**src/rtl/switch_game_pkg.sv**
```systemverilog
// Shared types and constants for the switch game.
// Holds the switch conditioner state encoding and board-level sizes.
package switch_game_pkg;

    localparam int SW_WIDTH      = 10;
    localparam int DEBOUNCE_50MS = 2500000;

    typedef enum logic [1:0] {
        INIT,
        IDLE,
        SETTLE,
        COMMIT
    } cond_state_t;

endpackage

```
**src/rtl/sync_2ff.sv**
```systemverilog
// Two-flop synchroniser for asynchronous level inputs.
// Both stages clear to zero on reset.
module sync_2ff #(
    parameter int WIDTH = 1
) (
    input  logic             clk,
    input  logic             reset_n,
    input  logic [WIDTH-1:0] d,
    output logic [WIDTH-1:0] q
);

    logic [WIDTH-1:0] meta;

    // first stage may go metastable; second stage gives it a cycle to resolve
    always_ff @(posedge clk or negedge reset_n) begin
        if (!reset_n) begin
            meta <= '0;
            q    <= '0;
        end else begin
            meta <= d;
            q    <= meta;
        end
    end

endmodule

```
**src/rtl/switch_conditioner.sv**
```systemverilog
// Synchronises and debounces the slide switches as one word.
// Emits a one-cycle change event describing which switches flipped.
module switch_conditioner
    import switch_game_pkg::*;
#(
    parameter int WIDTH           = SW_WIDTH,
    parameter int DEBOUNCE_CYCLES = DEBOUNCE_50MS,
    parameter int CNT_W           = 22,
    parameter int IDX_W           = 4
) (
    input  logic             clk,
    input  logic             reset_n,
    input  logic [WIDTH-1:0] sw_raw,
    output logic [WIDTH-1:0] sw_stable,
    output logic             change_pulse,
    output logic [WIDTH-1:0] change_mask,
    output logic [IDX_W-1:0] change_index,
    output logic             multi_change,
    output logic             busy
);

    localparam logic [CNT_W-1:0] CNT_LAST = CNT_W'(DEBOUNCE_CYCLES - 1);

    cond_state_t      state_q, state_d;
    logic [WIDTH-1:0] sync;
    logic [WIDTH-1:0] snap_q, snap_d;
    logic [CNT_W-1:0] cnt_q, cnt_d;
    logic [1:0]       init_q, init_d;
    logic [WIDTH-1:0] stable_q, stable_d;
    logic [WIDTH-1:0] mask_q, mask_d;
    logic [IDX_W-1:0] index_q, index_d;
    logic             multi_q, multi_d;
    logic             pulse_q, pulse_d;

    logic [WIDTH-1:0] commit_mask;
    logic [IDX_W-1:0] commit_idx;
    logic             commit_multi;

    sync_2ff #(
        .WIDTH(WIDTH)
    ) u_sync (
        .clk    (clk),
        .reset_n(reset_n),
        .d      (sw_raw),
        .q      (sync)
    );

    assign commit_mask  = snap_q ^ stable_q;
    assign commit_multi = |(commit_mask & (commit_mask - WIDTH'(1)));

    // lowest flipped switch wins: scan high to low so low bits overwrite
    always_comb begin
        commit_idx = '0;
        for (int i = WIDTH - 1; i >= 0; i--) begin
            if (commit_mask[i]) commit_idx = IDX_W'(i);
        end
    end

    // next-state and datapath updates for the debounce FSM
    always_comb begin
        state_d  = state_q;
        snap_d   = snap_q;
        cnt_d    = cnt_q;
        init_d   = init_q;
        stable_d = stable_q;
        mask_d   = mask_q;
        index_d  = index_q;
        multi_d  = multi_q;
        pulse_d  = 1'b0;
        unique case (state_q)
            INIT: begin
                if (init_q == 2'd2) begin
                    stable_d = sync;
                    state_d  = IDLE;
                end else begin
                    init_d = init_q + 2'd1;
                end
            end
            IDLE: begin
                if (sync != stable_q) begin
                    snap_d  = sync;
                    cnt_d   = '0;
                    state_d = SETTLE;
                end
            end
            SETTLE: begin
                if (sync == stable_q) begin
                    state_d = IDLE;
                end else if (sync != snap_q) begin
                    snap_d = sync;
                    cnt_d  = '0;
                end else if (cnt_q == CNT_LAST) begin
                    state_d = COMMIT;
                end else begin
                    cnt_d = cnt_q + CNT_W'(1);
                end
            end
            COMMIT: begin
                stable_d = snap_q;
                mask_d   = commit_mask;
                index_d  = commit_idx;
                multi_d  = commit_multi;
                pulse_d  = 1'b1;
                state_d  = IDLE;
            end
            default: state_d = INIT;
        endcase
    end

    // state and output registers; reset drops any pending change
    always_ff @(posedge clk or negedge reset_n) begin
        if (!reset_n) begin
            state_q  <= INIT;
            snap_q   <= '0;
            cnt_q    <= '0;
            init_q   <= '0;
            stable_q <= '0;
            mask_q   <= '0;
            index_q  <= '0;
            multi_q  <= 1'b0;
            pulse_q  <= 1'b0;
        end else begin
            state_q  <= state_d;
            snap_q   <= snap_d;
            cnt_q    <= cnt_d;
            init_q   <= init_d;
            stable_q <= stable_d;
            mask_q   <= mask_d;
            index_q  <= index_d;
            multi_q  <= multi_d;
            pulse_q  <= pulse_d;
        end
    end

    assign sw_stable    = stable_q;
    assign change_pulse = pulse_q;
    assign change_mask  = mask_q;
    assign change_index = index_q;
    assign multi_change = multi_q;
    assign busy         = (state_q == INIT) || (state_q == SETTLE);

endmodule

```
**config.mk**
```make
export PLATFORM = sky130hd
export DESIGN_NAME = switch_conditioner
export DESIGN_NICKNAME = d
export VERILOG_FILES = /design/src/rtl/switch_game_pkg.sv /design/src/rtl/sync_2ff.sv /design/src/rtl/switch_conditioner.sv
export SDC_FILE = /design/constraint.sdc
export NUM_CORES = 1
export LEC_CHECK = 0
export ABC_AREA = 1
export BUFFER_PORTS_ARGS = -buffer_cell sky130_fd_sc_hd__buf_4
export CORE_MARGIN = 4
export CORE_UTILIZATION = 56
export CTS_BUF_LIST = sky130_fd_sc_hd__clkbuf_8
export CTS_CLUSTER_SIZE = 16
export DETAILED_ROUTE_END_ITERATION = 8
export GPL_TIMING_DRIVEN = 0
export PLACE_DENSITY = 0.81
export SYNTH_ARGS = -nofsm -noshare
export SYNTH_HDL_FRONTEND = slang
export SYNTH_SLANG_ARGS = --single-unit
```
**constraint.sdc**
```tcl
create_clock -name clk -period 1.8 [get_ports clk]
set_clock_uncertainty 0.1 [all_clocks]
set_input_delay 0.18 -clock clk [delete_from_list [all_inputs] [get_ports clk]]
set_output_delay 0.18 -clock clk [all_outputs]
set_load 0.005 [all_outputs]
```
==> Yosys cells after proc, flatten, opt, wreduce, memory -nomap -nowiden <==
Index checks and enable logic that the tools add are counted.
{ "word_totals": {"input_bits": 12, "ff_bits": 82} }
{ "op_classes": {"mux": 28, "n_reduce_logical": 10, "addsub": 3, "n_eq_ne": 15, "n_bitwise": 3} }
{ "op_table": {"columns": ["operator", "count"], "rows": [
  ["22-bit 2-to-1 mux", 4],
  ["22-bit case mux with 2 select lines", 1],
  ["10-bit 2-to-1 mux", 4],
  ["4-bit 2-to-1 mux", 10],
  ["10-bit case mux with 2 select lines", 2],
  ["22-bit by 1-bit adder with 22-bit output, second input constant", 1],
  ["22-bit == test, second input constant", 1],
  ["10-bit != test", 2],
  ["4-bit AND reduction", 3],
  ["10-bit bitwise AND", 1],
  ["10-bit == test", 1],
  ["2-bit 2-to-1 mux", 5],
  ["10-bit OR reduction", 1],
  ["10-bit by 1-bit subtractor with 10-bit output, second input constant", 1],
  ["10-bit XOR", 1],
  ["3-bit != test, second input constant", 3],
  ["2-bit != test, second input constant", 4],
  ["2-bit case mux with 4 select lines", 1],
  ["2-bit == test, second input constant", 3],
  ["2-bit AND reduction", 2],
  ["2-bit nonzero test", 2],
  ["2-bit by 1-bit adder with 2-bit output, second input constant", 1],
  ["2-bit by 1-bit == test with 1-bit output, second input constant", 1],
  ["2-bit logical NOT", 1],
  ["other kinds (3)", 3]
]} }

==> Longest topological paths before layout <==
{ "depth": {"ltp_word": 11, "depth_mapped": 12} }

==> By module <==
A second synthesis with hierarchy kept.
{ "hier_totals": {"hier_cells": 604, "area_unflattened_um2": 4428.0} }
{ "by_module_without_submodules": {"columns": ["module", "cells_per_inst", "seq_area_each_um2", "instances", "area_each_um2"], "rows": [
  ["switch_conditioner", 584, 1551.5, 1, 3927.5],
  ["sync_2ff", 20, 500.5, 1, 500.5]
]} }

==> Worst setup path after synthesis <==
No wires, ideal clock.
{ "synth_timing": {"path_kind": "register -> register", "from": "reg cnt_q[0]", "to": "reg cnt_q[18]", "setup_time_ns": 0.126, "stages_incl_launch_ff": 11, "setup_slack_ns": 0.048, "t_arrival_ns": 1.526, "cell_sequence": "dfrtp_1 ha_1 nand3_2 nor2_2 nand3_1 nor2_1 nand3_1 nand2_2 buf_6 buf_6 o21ai_0"} }
{ "synth_between": {"elab_chain_cells": 5, "elab_cells_between_ends": 8, "classes_between": "add/sub: 1; eq/ne: 2; mux: 4; reduce/logical: 1"} }
{ "synth_rtl": {"columns": ["item", "line", "text"], "rows": [
  ["start, declared", "switch_conditioner.sv:27", "logic [CNT_W-1:0] cnt_q, cnt_d;"],
  ["start signal, assigned", "switch_conditioner.sv:125", "cnt_q <= cnt_d;"],
  ["22-bit by 1-bit adder with 22-bit output", "switch_conditioner.sv:95", "cnt_d = cnt_q + CNT_W'(1);"],
  ["22-bit 2-to-1 mux", "switch_conditioner.sv:92", "end else if (cnt_q == CNT_LAST) begin"],
  ["22-bit 2-to-1 mux", "switch_conditioner.sv:89", "end else if (sync != snap_q) begin"],
  ["22-bit 2-to-1 mux", "switch_conditioner.sv:87", "if (sync == stable_q) begin"],
  ["22-bit case mux with 2 select lines", "switch_conditioner.sv:70", "unique case (state_q)"]
]} }
Parallel ways exist; a longest one is shown, timed or not. The select of a mux whose other input is x is not followed.
A chain may end at the register's enable or synchronous reset.

==> Worst setup path after layout <==
{ "layout_timing": {"from": "reg u_sync.q[5]", "to": "reg cnt_q[10]"} }
{ "layout_between": {"elab_chain_cells": 4, "elab_cells_between_ends": 10, "classes_between": "eq/ne: 6; mux: 3; reduce/logical: 1"} }
{ "layout_rtl": {"columns": ["item", "line", "text"], "rows": [
  ["start, declared", "sync_2ff.sv:9", "output logic [WIDTH-1:0] q"],
  ["start signal, assigned", "sync_2ff.sv:21", "q <= meta;"],
  ["10-bit != test", "switch_conditioner.sv:89", null],
  ["22-bit 2-to-1 mux", "switch_conditioner.sv:89", null],
  ["22-bit 2-to-1 mux", "switch_conditioner.sv:87", null],
  ["22-bit case mux with 2 select lines", "switch_conditioner.sv:70", null]
]} }
Parallel ways exist; a longest one is shown, timed or not. The select of a mux whose other input is x is not followed.

==> key figures <==
Setup path
  • WP buf/inv: 3
  • FF-to-FF End: cnt_q[10]$_DFFE_PN0P_
  • Setup crit start kind: flop
  • Reg-to-reg startpoint: u_sync.q[5]$_DFF_PN0_
  • Worst Path Max Fanout: 8
  • Worst EP arrival: approximately 2000 ps
  • Kind of critical path: reg2reg
  • Critical path required time: between 1500 and 2000 ps
  • Worst setup path startpoint: u_sync.q[5]$_DFF_PN0_
  • CP Cell Sequence: inv_1 -> nand2_1 -> nand2_1 -> nor2_4 -> nand3_4 -> nor2_4 -> nor2_2 -> nand2_2 -> buf_12 -> buf_8 -> nand2_4 -> nand2_2
  • Delay-heaviest family, CP: simple AND/OR/NAND/NOR gates
  • Max incr delay on CP: ~430 ps
  • R2r setup slk: -40 ps
  • R2r worst-path depth: 12
  • CP max-delay cell: dfrtp_1
  • Worst setup EP type: flop

Logic synthesis
  • Top cells by area, synth: dfrtp_1 (46%), nand2_1 (17%), nor2_1 (6.0%)
  • Synthesized instance count: 593
  • Mapped cell area: between 0.004 and 0.005 sq mm
  • Largest area contributor in the netlist: dfrtp_1
  • Post-Synth XOR/XNOR Area: 0.0614
  • Post-synthesis average cell area: roughly 7.5 sq um
  • Syn. warnings: 0
  • Library cells used by synthesis: 28
  • Mapped Nets: approximately 610
  • Post-synth ARST share: 1.00
  • Post-synthesis sequential area ratio: 0.464
  • Synth Area in Compound Gates: 0.0851
  • Post-Synth Adder-Cell Area: 0.0198
  • Post-synthesis mux area share: 0
  • Largest family of logic cells by synthesized area: simple AND/OR/NAND/NOR gates
  • Synth top area share: 0.464
  • Flops & latches, synth: between 80 and 90
  • Number of flops mapped to enable cells by yosys: 0
  • Simple-Gate Fraction of Synth Area: 0.303
  • Most used DFF post-synth: dfrtp_1

Detailed routing
  • WL per Instance: 15.1 microns
  • Post-Route WL: between 10 and 15 mm
  • Total number of vias: between 4k and 5k
  • 1st-iter DRT viols: 339
  • Residual DRC: 0
  • DRT antenna net count: 0
  • First-pass detailed-route iteration total: 5
  • Vias per inst: ~5.6

Die
  • Die H: roughly 97 microns
  • Die area: approximately 0.0094 sq mm
  • Initial Util: 0.576
  • Chip width: 96.9 microns
  • Core area: ~0.0077 sq mm
  • Ports: 39
  • Row Count: 32

Finish
  • Share of cells above drive strength 1: 0.245
  • Final core utilization: 0.734
  • NumNets Final: roughly 690
  • Filler cells: slightly below 600
  • Reg area: 0.00206 sq mm
  • N_diodes: 0
  • Non-filler cells, final: approximately 780
  • Area occupied by multi-input gates: between 0.002 and 0.0025 sq mm
  • P&R area growth vs syn: 27.5%

Clock tree
  • H-tree depth: 3
  • Clk root buf: clkbuf_8
  • CTS tree: yes
  • Sink Count: 82
  • Clock transition at the registers of the reported paths: 90 ps
  • Num CTS Buffers: 9
  • Worst skew pair latency: 370 ps
  • Clock buffer depth: 2

Pwr
  • Leakage: ~2.6 nW
  • Total power: 8.50 mW
  • PD cells: between 1500 and 2000 mW/mm^2
  • Worst IR Drop VDD: about 0.73 mV

Hold path
  • Min-delay worst type: reg2reg
  • Hold Startpoint: u_sync.meta[7]$_DFF_PN0_
  • Hold depth: 0
  • Worst Hold End: u_sync.q[7]$_DFF_PN0_

Placed design
  • Dpl hpwl: 7.47 mm
  • Global placement routability congestion: 0.984
  • Placed Cells: 733
  • # port buffers: 38
  • Pre-CTS WS: -336 ps

Timing
  • Slew Limit Fails: 0
  • Hold Vio Cnt, Final: 0
  • Worst-Margin Slew: between 1000 and 1500 ps
  • Setup TNS: -197 ps
  • Setup slack after layout: -37.7 ps
  • Fin crit period: ~1800 ps
  • Endpoints failing setup: 11
  • RSZ-0062 raised after global routing: yes
  • F_max: between 500 and 600 MHz
  • Final period util: 1.02
  • Worst slew margin relative to its limit: 0.327

GRT
  • Grt ovf: 0
  • Largest net degree at the start of global routing: 83
  • Initial antenna violation count: 0
  • First-pass GRT wire length: about 18 mm
  • Vias in the first global route: 4103
  • All-layer global routing usage: 0.238

Run status
  • Failing checks: setup timing
  • Outcome: finished, violations left

Flow run
  • Max-Cap Viols: 0
[layout make-up]
class,count,share of cell area
multi-input cells,438,0.415
flip-flops and latches,82,0.365
repair buffers,65,0.0980
inverters,57,0.0393
clock buffers,11,0.0268
plain buffers,16,0.0251
well taps,102,0.0226
clock inverters,5,0.00776
[Yosys cell counts (2+ instances only)]
cell type	n
o21ai_1	4
nor2_1	71
nand2_1	206
o21ai_0	46
inv_1	50
clkbuf_1	6
ha_1	7
nor3_1	9
buf_6	2
buf_2	8
nand3_1	27
o211ai_1	10
xnor2_1	11
xor2_1	20
dfrtp_1	82
nand4_1	10
a21oi_1	6
inv_2	6
nor2_2	3
[layout by cell type (no fill, tap or decap), types with 2 or more instances in the layout]
master,instances
nor2_4,6
xnor2_1,6
inv_6,3
a21oi_1,4
nor3_2,3
o21ai_2,9
clkbuf_4,2
nor3_1,6
nand2_2,15
nand2_4,3
nand3_1,25
inv_2,12
a21oi_2,2
buf_12,2
ha_1,4
o21ai_0,36
buf_6,5
dlygate4sd3_1,11
o211ai_1,10
nand3_4,2
o21ai_1,5
clkbuf_1,2
clkbuf_8,11
xnor2_2,5
nor2_1,59
dfrtp_2,8
dfrtp_1,74
xor2_1,20
inv_1,43
buf_4,52
clkinv_4,3
nor2_2,9
buf_2,3
buf_8,2
nand2_1,189
ha_4,2
nand4_1,10
[registers in the layout (all words and copies together) (netlist names)]
register      count
u_sync.meta      10
change_mask      10
cnt_q            22
sw_stable        10
multi_change      1
u_sync.q         10
change_index      4
snap_q           10
init_q            2
state_q           2
change_pulse      1
[kinds of logic (layout without fill, tap and decap cells)]
kind of cell,Yosys count,count (layout)
AO/OA/AOI/OAI,69,69
XOR/XNOR,31,31
adder cells (fa/ha/maj),7,7
buffers and inverters,73,154
flip-flops,82,82
AND/OR/NAND/NOR,331,331
[routing by layer]
metal	wire [microns]	part of all wire	GRT usage	vias up
met2	5340	0.46	0.363	224
met5	0	0	0	-
met3	1060	0.090	0.0454	44
li1	-	-	-	2028
met1	4970	0.43	0.330	2046
met4	333	0.028	0.109	0
[where the power goes]
group          switching [mW]  leakage, nW  internal, mW
registers               0.444         1.02          2.28
logic                    2.59         1.52          1.86
clock network           0.723        0.101         0.596
[per-stage QoR]
step | area (sq um) | hold slack (ps)
after floorplan | 4430 | -216
after global placement | 4840 | 189
after detailed placement | 4840 | 190
after CTS | 5290 | 254
after global routing | 5640 | 264
final | 5640 | 251
[how the worst max path moves through the flow]
stage	endpoint	slack [ps]	cells after the start
after floorplan	cnt_q[18]$_DFFE_PN0P_	50	10
after global placement	cnt_q[19]$_DFFE_PN0P_	-290	10
after detailed placement	sw_stable[5]$_DFFE_PN0P_	-340	6
after CTS	change_index[3]$_DFFE_PN0P_	-20	5
after global routing	cnt_q[9]$_DFFE_PN0P_	-150	12
final	cnt_q[10]$_DFFE_PN0P_	-40	12
[repair_timing]
item                       4_1_cts  5_1_grt
setup endpoints to repair       47       49
setup buffers                    9        6
hold endpoints to repair        92        0
hold buffers                    11        0
gates cloned                     0        1
resized for setup               26       96
pin swaps                        5       14
No activity file was read; power rests on OpenSTA's default activity.
